## config.mk

```make
export PLATFORM = sky130hd
export DESIGN_NAME = mem_wb_stage_flat
export DESIGN_NICKNAME = d
export VERILOG_FILES = /design/src/rtl/mem_wb_stage_pkg.sv /design/src/rtl/mem_wb_stage_if.sv /design/src/rtl/mem_wb_stage_load_align.sv /design/src/rtl/mem_wb_stage.sv /design/src/flat_wrapper.sv
export SDC_FILE = /design/constraint.sdc
export NUM_CORES = 1
export LEC_CHECK = 0
export CELL_PAD_IN_SITES_DETAIL_PLACEMENT = 1
export CELL_PAD_IN_SITES_GLOBAL_PLACEMENT = 2
export CORE_AREA = 2 2 199 201
export CTS_CLUSTER_SIZE = 14
export DETAILED_ROUTE_END_ITERATION = 10
export DIE_AREA = 0 0 201 203
export PLACE_DENSITY = 0.81
export SLEW_MARGIN = 10
export SYNTH_ARGS = -nofsm -noshare
export SYNTH_HDL_FRONTEND = slang
export SYNTH_SLANG_ARGS = --single-unit
```

## constraint.sdc

```tcl
create_clock -name clk -period 11.6 [get_ports clk]
set_clock_uncertainty 0.15 [all_clocks]
set_input_delay 3.48 -clock clk [delete_from_list [all_inputs] [get_ports clk]]
set_output_delay 3.48 -clock clk [all_outputs]
set_load 0.02 [all_outputs]
```

## src/rtl/mem_wb_stage_pkg.sv

```systemverilog
// mem_wb_stage_pkg
// Shared definitions for the MEM/WB pipeline register: load-op encodings,
// datapath widths, the all-zero word and the stage-register record.
package mem_wb_stage_pkg;

   localparam int REG_ADDR_W = 5;
   localparam int DATA_W     = 32;

   localparam logic [DATA_W-1:0] ZERO_WORD = '0;

   typedef enum logic [2:0] {
      LD_NONE = 3'd0,
      LD_LB   = 3'd1,
      LD_LBU  = 3'd2,
      LD_LH   = 3'd3,
      LD_LHU  = 3'd4,
      LD_LW   = 3'd5,
      LD_LWL  = 3'd6,
      LD_LWR  = 3'd7
   } load_op_e;

   // One WB-stage slot. An all-zero value is a bubble (no writes pending).
   typedef struct packed {
      logic [REG_ADDR_W-1:0] waddr;
      logic [DATA_W-1:0]     wdata;
      logic                  we;
      load_op_e              load_op;
      logic [1:0]            addr_lo;
      logic [DATA_W-1:0]     rt_data;
      logic                  whilo;
      logic [DATA_W-1:0]     hi;
      logic [DATA_W-1:0]     lo;
   } stage_t;

endpackage

```

## src/rtl/mem_wb_stage_if.sv

```systemverilog
// mem_wb_stage_if
// Bundles the MEM-side inputs, the data-RAM read data and the WB-side
// outputs of mem_wb_stage.
//   slave  : the stage itself (consumes MEM/stall/RAM, drives wb_* and hi/lo)
//   master : whoever drives the MEM side and observes the write-back port
import mem_wb_stage_pkg::*;

interface mem_wb_stage_if;
   logic                  stall_mem;
   logic                  stall_wb;
   logic                  flush;
   logic [REG_ADDR_W-1:0] mem_waddr;
   logic [DATA_W-1:0]     mem_wdata;
   logic                  mem_we;
   logic [2:0]            mem_load_op;
   logic [DATA_W-1:0]     mem_rt_data;
   logic                  mem_whilo;
   logic [DATA_W-1:0]     mem_hi;
   logic [DATA_W-1:0]     mem_lo;
   logic [DATA_W-1:0]     dram_rdata;
   logic [REG_ADDR_W-1:0] wb_waddr;
   logic [DATA_W-1:0]     wb_wdata;
   logic                  wb_we;
   logic                  wb_whilo;
   logic [DATA_W-1:0]     wb_hi;
   logic [DATA_W-1:0]     wb_lo;
   logic [DATA_W-1:0]     hi_o;
   logic [DATA_W-1:0]     lo_o;

   modport slave (
      input  stall_mem, stall_wb, flush, mem_waddr, mem_wdata, mem_we,
             mem_load_op, mem_rt_data, mem_whilo, mem_hi, mem_lo, dram_rdata,
      output wb_waddr, wb_wdata, wb_we, wb_whilo, wb_hi, wb_lo, hi_o, lo_o
   );

   modport master (
      output stall_mem, stall_wb, flush, mem_waddr, mem_wdata, mem_we,
             mem_load_op, mem_rt_data, mem_whilo, mem_hi, mem_lo, dram_rdata,
      input  wb_waddr, wb_wdata, wb_we, wb_whilo, wb_hi, wb_lo, hi_o, lo_o
   );
endinterface

```

## src/rtl/mem_wb_stage_load_align.sv

```systemverilog
// load_align
// Purely combinational write-back data selection. Picks the byte/halfword
// of the returning RAM word (little-endian, lane chosen by addr_lo), sign-
// or zero-extends it, merges LWL/LWR with the old rt value, or passes the
// ALU result through for non-loads.
// Ports:
//   load_op    in  load-op encoding
//   addr_lo    in  low two bits of the load address
//   dram_rdata in  RAM read word
//   rt_data    in  old rt value for LWL/LWR
//   wdata      in  ALU/move result
//   wb_wdata   out register-file write data
import mem_wb_stage_pkg::*;

module load_align (
   input  load_op_e          load_op,
   input  logic [1:0]        addr_lo,
   input  logic [DATA_W-1:0] dram_rdata,
   input  logic [DATA_W-1:0] rt_data,
   input  logic [DATA_W-1:0] wdata,
   output logic [DATA_W-1:0] wb_wdata
);

   logic [7:0]  sel_byte;
   logic [15:0] sel_half;

   always_comb begin
      sel_byte = dram_rdata[7:0];
      case (addr_lo)
         2'd0: sel_byte = dram_rdata[7:0];
         2'd1: sel_byte = dram_rdata[15:8];
         2'd2: sel_byte = dram_rdata[23:16];
         2'd3: sel_byte = dram_rdata[31:24];
         default: sel_byte = dram_rdata[7:0];
      endcase
      // Halfword lane uses only addr_lo[1]; misalignment is trapped upstream.
      sel_half = addr_lo[1] ? dram_rdata[31:16] : dram_rdata[15:0];
   end

   always_comb begin
      wb_wdata = wdata;
      case (load_op)
         LD_NONE: wb_wdata = wdata;
         LD_LB:   wb_wdata = {{24{sel_byte[7]}}, sel_byte};
         LD_LBU:  wb_wdata = {24'd0, sel_byte};
         LD_LH:   wb_wdata = {{16{sel_half[15]}}, sel_half};
         LD_LHU:  wb_wdata = {16'd0, sel_half};
         LD_LW:   wb_wdata = dram_rdata;
         LD_LWL: begin
            case (addr_lo)
               2'd0: wb_wdata = {dram_rdata[7:0],  rt_data[23:0]};
               2'd1: wb_wdata = {dram_rdata[15:0], rt_data[15:0]};
               2'd2: wb_wdata = {dram_rdata[23:0], rt_data[7:0]};
               default: wb_wdata = dram_rdata;
            endcase
         end
         LD_LWR: begin
            case (addr_lo)
               2'd0: wb_wdata = dram_rdata;
               2'd1: wb_wdata = {rt_data[31:24], dram_rdata[31:8]};
               2'd2: wb_wdata = {rt_data[31:16], dram_rdata[31:16]};
               default: wb_wdata = {rt_data[31:8], dram_rdata[31:24]};
            endcase
         end
         default: wb_wdata = wdata;
      endcase
   end

endmodule

```

## src/rtl/mem_wb_stage.sv

```systemverilog
// mem_wb_stage
// MEM/WB pipeline register plus write-back. Captures the MEM result each
// rising edge (flush / MEM-only stall insert a bubble, WB stall holds),
// aligns load data from the synchronous RAM, drives the register-file
// write port and owns the committed HI/LO pair.
// Ports:
//   clk  in  rising-edge clock
//   rst  in  asynchronous active-high reset
//   bus  slave modport of mem_wb_stage_if (MEM inputs, RAM data, wb_*, hi_o/lo_o)
import mem_wb_stage_pkg::*;

module mem_wb_stage (
   input  logic           clk,
   input  logic           rst,
   mem_wb_stage_if.slave  bus
);

   stage_t            stage_reg;
   stage_t            stage_next;
   logic [DATA_W-1:0] hi_reg;
   logic [DATA_W-1:0] lo_reg;
   logic [DATA_W-1:0] wdata_aligned;

   always_comb begin
      stage_next = stage_reg;
      if (bus.flush || (bus.stall_mem && !bus.stall_wb)) begin
         stage_next = '0;
      end else if (bus.stall_wb) begin
         stage_next = stage_reg;
      end else begin
         stage_next.waddr   = bus.mem_waddr;
         stage_next.wdata   = bus.mem_wdata;
         stage_next.we      = bus.mem_we;
         stage_next.load_op = load_op_e'(bus.mem_load_op);
         stage_next.addr_lo = bus.mem_wdata[1:0];
         stage_next.rt_data = bus.mem_rt_data;
         stage_next.whilo   = bus.mem_whilo;
         stage_next.hi      = bus.mem_hi;
         stage_next.lo      = bus.mem_lo;
      end
   end

   always_ff @(posedge clk or posedge rst) begin
      if (rst) begin
         stage_reg <= '0;
         hi_reg    <= ZERO_WORD;
         lo_reg    <= ZERO_WORD;
      end else begin
         stage_reg <= stage_next;
         // The instruction in WB commits HI/LO even if a flush arrives now.
         if (stage_reg.whilo && !bus.stall_wb) begin
            hi_reg <= stage_reg.hi;
            lo_reg <= stage_reg.lo;
         end
      end
   end

   load_align u_load_align (
      .load_op    (stage_reg.load_op),
      .addr_lo    (stage_reg.addr_lo),
      .dram_rdata (bus.dram_rdata),
      .rt_data    (stage_reg.rt_data),
      .wdata      (stage_reg.wdata),
      .wb_wdata   (wdata_aligned)
   );

   assign bus.wb_waddr = stage_reg.waddr;
   assign bus.wb_we    = stage_reg.we;
   assign bus.wb_wdata = wdata_aligned;
   assign bus.wb_whilo = stage_reg.whilo;
   assign bus.wb_hi    = stage_reg.hi;
   assign bus.wb_lo    = stage_reg.lo;
   assign bus.hi_o     = hi_reg;
   assign bus.lo_o     = lo_reg;

endmodule

```

## src/flat_wrapper.sv

```systemverilog
// flat-port wrapper written by rule: the top's interface ports become plain ports
module mem_wb_stage_flat 
  (clk, rst, bus_stall_mem, bus_stall_wb, bus_flush, bus_mem_waddr, bus_mem_wdata, bus_mem_we, bus_mem_load_op, bus_mem_rt_data, bus_mem_whilo, bus_mem_hi, bus_mem_lo, bus_dram_rdata, bus_wb_waddr, bus_wb_wdata, bus_wb_we, bus_wb_whilo, bus_wb_hi, bus_wb_lo, bus_hi_o, bus_lo_o);
  mem_wb_stage_if bus_i ();
  input  logic clk;
  input  logic rst;
  input wire logic [$bits(bus_i.stall_mem)-1:0] bus_stall_mem;
  input wire logic [$bits(bus_i.stall_wb)-1:0] bus_stall_wb;
  input wire logic [$bits(bus_i.flush)-1:0] bus_flush;
  input wire logic [$bits(bus_i.mem_waddr)-1:0] bus_mem_waddr;
  input wire logic [$bits(bus_i.mem_wdata)-1:0] bus_mem_wdata;
  input wire logic [$bits(bus_i.mem_we)-1:0] bus_mem_we;
  input wire logic [$bits(bus_i.mem_load_op)-1:0] bus_mem_load_op;
  input wire logic [$bits(bus_i.mem_rt_data)-1:0] bus_mem_rt_data;
  input wire logic [$bits(bus_i.mem_whilo)-1:0] bus_mem_whilo;
  input wire logic [$bits(bus_i.mem_hi)-1:0] bus_mem_hi;
  input wire logic [$bits(bus_i.mem_lo)-1:0] bus_mem_lo;
  input wire logic [$bits(bus_i.dram_rdata)-1:0] bus_dram_rdata;
  output wire logic [$bits(bus_i.wb_waddr)-1:0] bus_wb_waddr;
  output wire logic [$bits(bus_i.wb_wdata)-1:0] bus_wb_wdata;
  output wire logic [$bits(bus_i.wb_we)-1:0] bus_wb_we;
  output wire logic [$bits(bus_i.wb_whilo)-1:0] bus_wb_whilo;
  output wire logic [$bits(bus_i.wb_hi)-1:0] bus_wb_hi;
  output wire logic [$bits(bus_i.wb_lo)-1:0] bus_wb_lo;
  output wire logic [$bits(bus_i.hi_o)-1:0] bus_hi_o;
  output wire logic [$bits(bus_i.lo_o)-1:0] bus_lo_o;
  assign bus_i.stall_mem = bus_stall_mem;
  assign bus_i.stall_wb = bus_stall_wb;
  assign bus_i.flush = bus_flush;
  assign bus_i.mem_waddr = bus_mem_waddr;
  assign bus_i.mem_wdata = bus_mem_wdata;
  assign bus_i.mem_we = bus_mem_we;
  assign bus_i.mem_load_op = bus_mem_load_op;
  assign bus_i.mem_rt_data = bus_mem_rt_data;
  assign bus_i.mem_whilo = bus_mem_whilo;
  assign bus_i.mem_hi = bus_mem_hi;
  assign bus_i.mem_lo = bus_mem_lo;
  assign bus_i.dram_rdata = bus_dram_rdata;
  assign bus_wb_waddr = bus_i.wb_waddr;
  assign bus_wb_wdata = bus_i.wb_wdata;
  assign bus_wb_we = bus_i.wb_we;
  assign bus_wb_whilo = bus_i.wb_whilo;
  assign bus_wb_hi = bus_i.wb_hi;
  assign bus_wb_lo = bus_i.wb_lo;
  assign bus_hi_o = bus_i.hi_o;
  assign bus_lo_o = bus_i.lo_o;
  mem_wb_stage u_core (.clk(clk), .rst(rst), .bus(bus_i));
endmodule
```

[After elaboration in Yosys (flattened, before gate mapping)]
Index checks and enable logic that the tools add are counted.
Word-level totals
  input port bits: 175
  logic and storage cells: 35
  register bits after elaboration: 204
  output and inout bits: 167
Operators by class
  reductions and logical operators: 6
  equality and inequality tests: 11
  mux-type cells: 7
Operator list (number)
  $mux W140: 2
  $pmux W32 S8: 1
  $pmux W32 S3: 2
  $pmux W8 S4: 1
  $mux W16: 1
  $eq A3 B3 Y1 const B: 4
  $eq A3 B2 Y1 const B: 2
  $eq A2 B2 Y1 const B: 2
  $eq A3 B1 Y1 const B: 1
  $logic_not A3 Y1: 1
  $eq A2 B1 Y1 const B: 1
  $logic_and A1 B1 Y1: 2
  $logic_not A2 Y1: 1
  $ne A2 B1 Y1 const B: 1
  $logic_not A1 Y1: 1
  $logic_or A1 B1 Y1: 1

[Logic depth before layout (Yosys ltp)]
  word-level depth: 4
  mapped depth: 8
  gate-level depth less buffers: 5

[Cells and area by module]
Synthesis repeated with hierarchy kept, for this count alone.
Second synthesis, totals
  cell total of the unflattened synthesis: 1101
  area total of the unflattened synthesis: 12011.5 um^2
By module, submodules not included
  mem_wb_stage: cells each 749, seq. area each 5054.8 um^2, area each 9494.1 um^2, times used 1
  load_align: cells each 352, seq. area each 0.0 um^2, area each 2517.4 um^2, times used 1

[Worst setup path after synthesis]
OpenSTA, ideal clock, no wires.
  path kind: in2out
  start point: input port bus_dram_rdata[9]
  end point: output port bus_wb_wdata[1]
  arrival time: 4.670 ns
  data required time: 7.970 ns
  stages on the path: 4
  path buffers: 0
  path slack: 3.300 ns
  path through: mux4_1 > nand2_1 > o21ai_0 > mux4_2
Between the ends
  longest elaborated chain between the ends: 2
  elaborated cells on any way between the ends: 3
  classes of those cells: mux (3)
RTL lines
  start, declared: line flat_wrapper.sv:18  | input wire logic [$bits(bus_i.dram_rdata)-1:0] bus_dram_rdata;
  $pmux W8 S4 / $pmux W32 S3 (equally long branches): line mem_wb_stage_load_align.sv:29, mem_wb_stage_load_align.sv:58
  $pmux W32 S8 *: line mem_wb_stage_load_align.sv:42  | case (load_op)
  end, declared: line flat_wrapper.sv:20  | output wire logic [$bits(bus_i.wb_wdata)-1:0] bus_wb_wdata;
Every way passes the cells marked *; elsewhere a longest branch is shown, timed or not.

[Final worst setup path]
  start point: input port bus_dram_rdata[14]
  end point: output port bus_wb_wdata[30]
Between the ends
  longest elaborated chain between the ends: 2
RTL lines
  $pmux W32 S3: line mem_wb_stage_load_align.sv:50  | case (addr_lo)
  $pmux W32 S8: line mem_wb_stage_load_align.sv:42
No other way between the ends.

==> out/summary.md <==
The flow ran to the end, and the final reports show no timing, DRC or antenna violations. The placeable core region is 38500 um^2, and the sequential share of power is 39.7%. The finished cells cover 15100 um^2.

The clock reaches the later pin of the worst-skew pair after 0.53 ns. The run gives 28.8% as the starting density of the core. The via density per instance came out at 5.02. In this run the horizontal extent of the chip is 201 um.

Setup repair after global routing left no endpoint under its margin. The detailed router finished its first iteration with 442 violations. For the global-route wire length before repair, the log shows 63.3 mm.

The total negative setup slack was 0 ns. The count of synthesis-stage warnings from yosys came out at 0. Input and output buffers added on the ports amount to 341.

At the pin with the least slew margin, the transition time is 1.10 ns. H-tree level count: 1. After detailed routing, no signal wire sits above met5. Number of storage elements in the synthesis netlist: 202.

Summed over all nets, the switching power comes to 589 uW. The clock drives 202 sinks. Sequential cells were found to cover 45.6% of the synthesized design area. The run gives 0 as the total count of max-transition violations in the final report.

In this run the critical register-to-register path is launched from u_core.bus.wb_whilo$_DFFE_PP0P_. The signal on the critical path passes through clkdlybuf4s50_1 > mux4_1 > a222oi_1 > a21oi_1 > clkdlybuf4s50_1. Summed over all layers, the global routing overflow is 0. The maximum clock frequency is 101 MHz. The worst vdd rail ir drop is 0.000103 V, and the final critical-path required period is 9.86 ns. A synthesized cell averages 10.6 um^2.

By area the synthesized netlist is led by dfrtp_1 46%, mux2i_1 16%, mux2_2 7.1%. The clock-pin slew on the worst setup and hold paths is 0.06 ns. CTS placed an instance of clkbuf_16 at the clock tree root. The layout cell share with drive strength beyond 1 works out to 11.3%. The critical path launch point type was a primary input.

The routed design uses 20.1 mm of met2 wire. The leakage power was 6.61 nW. The switching share of power works out to 29.5%. The post-synth net total came out at 1225. The synthesized netlist occupies a cell area of 11100 um^2. In this run the remaining antenna-violating nets after routing total 0.

The classification of the worst setup path was in2out. In this run, synthesis inferred 0 flip-flops with an integrated enable. Compared with the post-synthesis result, the final layout area differs by 36.3%. The power per standard cell area came out at 132 nW/um^2. The number of ports placed on the die boundary was 342. Synthesis instantiated 61 different standard cells from the library. For the post-synthesis cell count, the log shows 1050.

The instance count along the most critical hold path was 1. The logs give 41.7 mm for the wire length reported by the detailed router and 36.3% for the clock power share. The post-cts resize count was 0.

The remaining routing DRC violations is 0. The cell area after placement is 14400 um^2. The remaining max-slew budget at the tightest pin came out at 26.2%. The area share of the largest cell type after synthesis was 45.6%.

In this run the core area contains 72 standard-cell rows. For hold timing, the worst endpoint is u_core.bus.lo_o[18]$_DFFE_PP0P_. The tools report the arrival time at the worst endpoint as 6.23 ns. Die area: 40800 um^2. TritonCTS built the clock tree. The total via count after detailed routing came out at 9136. The routed design uses 3.89 mm of met3 wire. Hold repair after CTS inserted 0 buffers. The worst hold path begins at u_core.bus.lo_o[18]$_DFFE_PP0P_.

For the number of global-route vias before repair, the log shows 9788. The most instantiated flip-flop cell in the synthesis netlist was dfrtp_1. Data on the critical path is required at its endpoint by 7.97 ns. For the max capacitance violation total, the log shows 0. The path category of the worst min-delay check was reg2reg. The share of total power dissipated in combinational logic is 24.0%. Entering global routing, the biggest net connects 86 pins.

The setup check on the worst reg-to-reg path leaves a slack of 9.34 ns. The HPWL after detailed placement is 29.8 mm. The global router's overall resource usage was 20.2%; the height of the chip was 203 um. The tools report the hold violation count in the final report as 0. In the final routed layout, each cell accounts on average for 22.9 um. The worst stage delay on the critical path works out to 0.78 ns. The clock tree buffer depth is 3, and the final weighted congestion in routability-driven placement is 0.891. The most numerous cell type found on the critical path is clkdlybuf4s50_1. Along the worst path, the maximum fanout reaches 7. STA classifies the critical path endpoint as a primary output. The final critical path takes up 85.0% of the cycle. Setup violations remaining at the end of the flow were counted as 0.

The number of flip-flops under the largest register name was 67. The worst register-to-register path has a depth of 3. The slowest stage of the critical path is the a222oi_1 cell.

The post-CTS setup buffer count is 0. The number of clock buffers added by TritonCTS is 24. For the number of fill cells, the log shows 4245.

The share of async-settable or async-resettable flops after synthesis is 100%, and the internal power summed over all cells is 1.41 mW. In this run the critical register-to-register path is captured at u_core.bus.hi_o[6]$_DFFE_PP0P_. The first TritonRoute pass finished after 5 iterations.

Number of antenna violations at the first check in global routing: 6. The largest total area in the synthesized netlist belongs to dfrtp_1. In the final routing, the length of wire on met1 measures 17.0 mm. The tools report the final net count as 1459.
worst max-delay path: cells and delay by family:
kind | cells | cell delay (ns)
multiplexers | 1 | 0.63
AO/OA/AOI/OAI | 2 | 0.98
buffers and inverters | 2 | 1.14
power by group through the flow:
stage | registers, mW | logic [mW] | clock network, mW
floorplan | 0.829 | 0.227 | 0
detailed placement | 0.806 | 0.482 | 0
CTS | 0.795 | 0.486 | 0.754
global placement | 0.803 | 0.478 | 0
global route | 0.801 | 0.513 | 0.784
finish | 0.794 | 0.480 | 0.725
synthesized netlist by cell type, types with 3 or more instances:
| library cell | n |
|---|---|
| dfrtp_1 | 202 |
| nor2_1 | 197 |
| mux2i_1 | 173 |
| buf_4 | 76 |
| mux2_2 | 70 |
| nand2_1 | 45 |
| a21oi_1 | 39 |
| buf_2 | 35 |
| clkbuf_1 | 31 |
| o21ai_0 | 21 |
| a31oi_1 | 14 |
| a211oi_1 | 12 |
| o211ai_1 | 12 |
| mux4_2 | 11 |
| nand3_1 | 11 |
| a221oi_1 | 10 |
| inv_1 | 10 |
| a22oi_1 | 7 |
| nor2b_1 | 7 |
| a222oi_1 | 4 |
| nor3_1 | 4 |
| o22ai_1 | 4 |
| a311oi_1 | 3 |
| and2_1 | 3 |
| buf_6 | 3 |
| mux4_1 | 3 |
layer usage:
layer / GRT usage, % / up-vias
met3: 7.09 / 51
li1: - / 4110
met1: 24.6 / 4611
met4: 4.13 / 6
met2: 34.4 / 358
met5: 0 / -
how the worst max path moves through the flow:
stage	startpoint	to	cells after the start
after global placement	bus_dram_rdata[25]	bus_wb_wdata[25]	5
final	bus_dram_rdata[14]	bus_wb_wdata[30]	5
after floorplan	rst	u_core.bus.hi_o[0]$_DFFE_PP0P_	1
after detailed placement	bus_dram_rdata[17]	bus_wb_wdata[25]	5
after CTS	bus_dram_rdata[17]	bus_wb_wdata[25]	5
after global routing	bus_dram_rdata[25]	bus_wb_wdata[25]	5
layout by cell type, fill, tap and decap left out, types with 3 or more instances in the layout:
cell	n
mux2i_1	173
clkdlybuf4s50_1	340
nand3_1	11
a21oi_1	39
a22oi_1	7
mux2_2	70
nor2b_1	7
inv_1	9
diode_2	4
a222oi_1	4
clkbuf_1	6
mux4_1	3
a221oi_1	10
buf_4	14
clkbuf_8	6
a211oi_1	12
mux4_2	11
a311oi_1	3
dfrtp_2	3
a31oi_1	14
nand2_1	44
dfrtp_1	199
and2_1	3
o21ai_0	21
nor3_1	4
o22ai_1	4
nor2_1	197
clkbuf_16	25
o211ai_1	12
cells by family after synthesis:
logic type,count (synthesis),share of synthesized area [%]
flip-flops,202,45.6
AO/OA/AOI/OAI,152,9.33
AND/OR/NAND/NOR,279,10.4
multiplexers,260,26.1
buffers and inverters,157,8.59
stage by stage:
step / power [mW] / hold slack, ns / utilization [%] / setup WS, ns / std cells
floorplan: 1.06 / 0.334 / - / 2.46 / 1050
finish: 2.00 / 0.354 / 39.3 / 1.74 / 1819
global route: 2.10 / 0.365 / 39.2 / 1.62 / 1815
CTS: 2.03 / 0.357 / 39.2 / 1.72 / 1815
global placement: 1.28 / 0.337 / 37.3 / 1.72 / 1776
detailed placement: 1.29 / 0.347 / 37.3 / 1.73 / 1776
area by class of cell:
type / count / area, um^2 / share of cell area, %
Clock inverter: 3 / 18.8 / 0.124
Tap cell: 518 / 648 / 4.29
Clock buffer: 36 / 717 / 4.75
Multi-Input combinational cell: 691 / 5080 / 33.7
Inverter: 10 / 45.0 / 0.298
Antenna cell: 4 / 10.0 / 0.0663
Timing Repair Buffer: 355 / 3520 / 23.3
Sequential cell: 202 / 5060 / 33.5
Note: power is estimated with default switching activity, not from simulation.
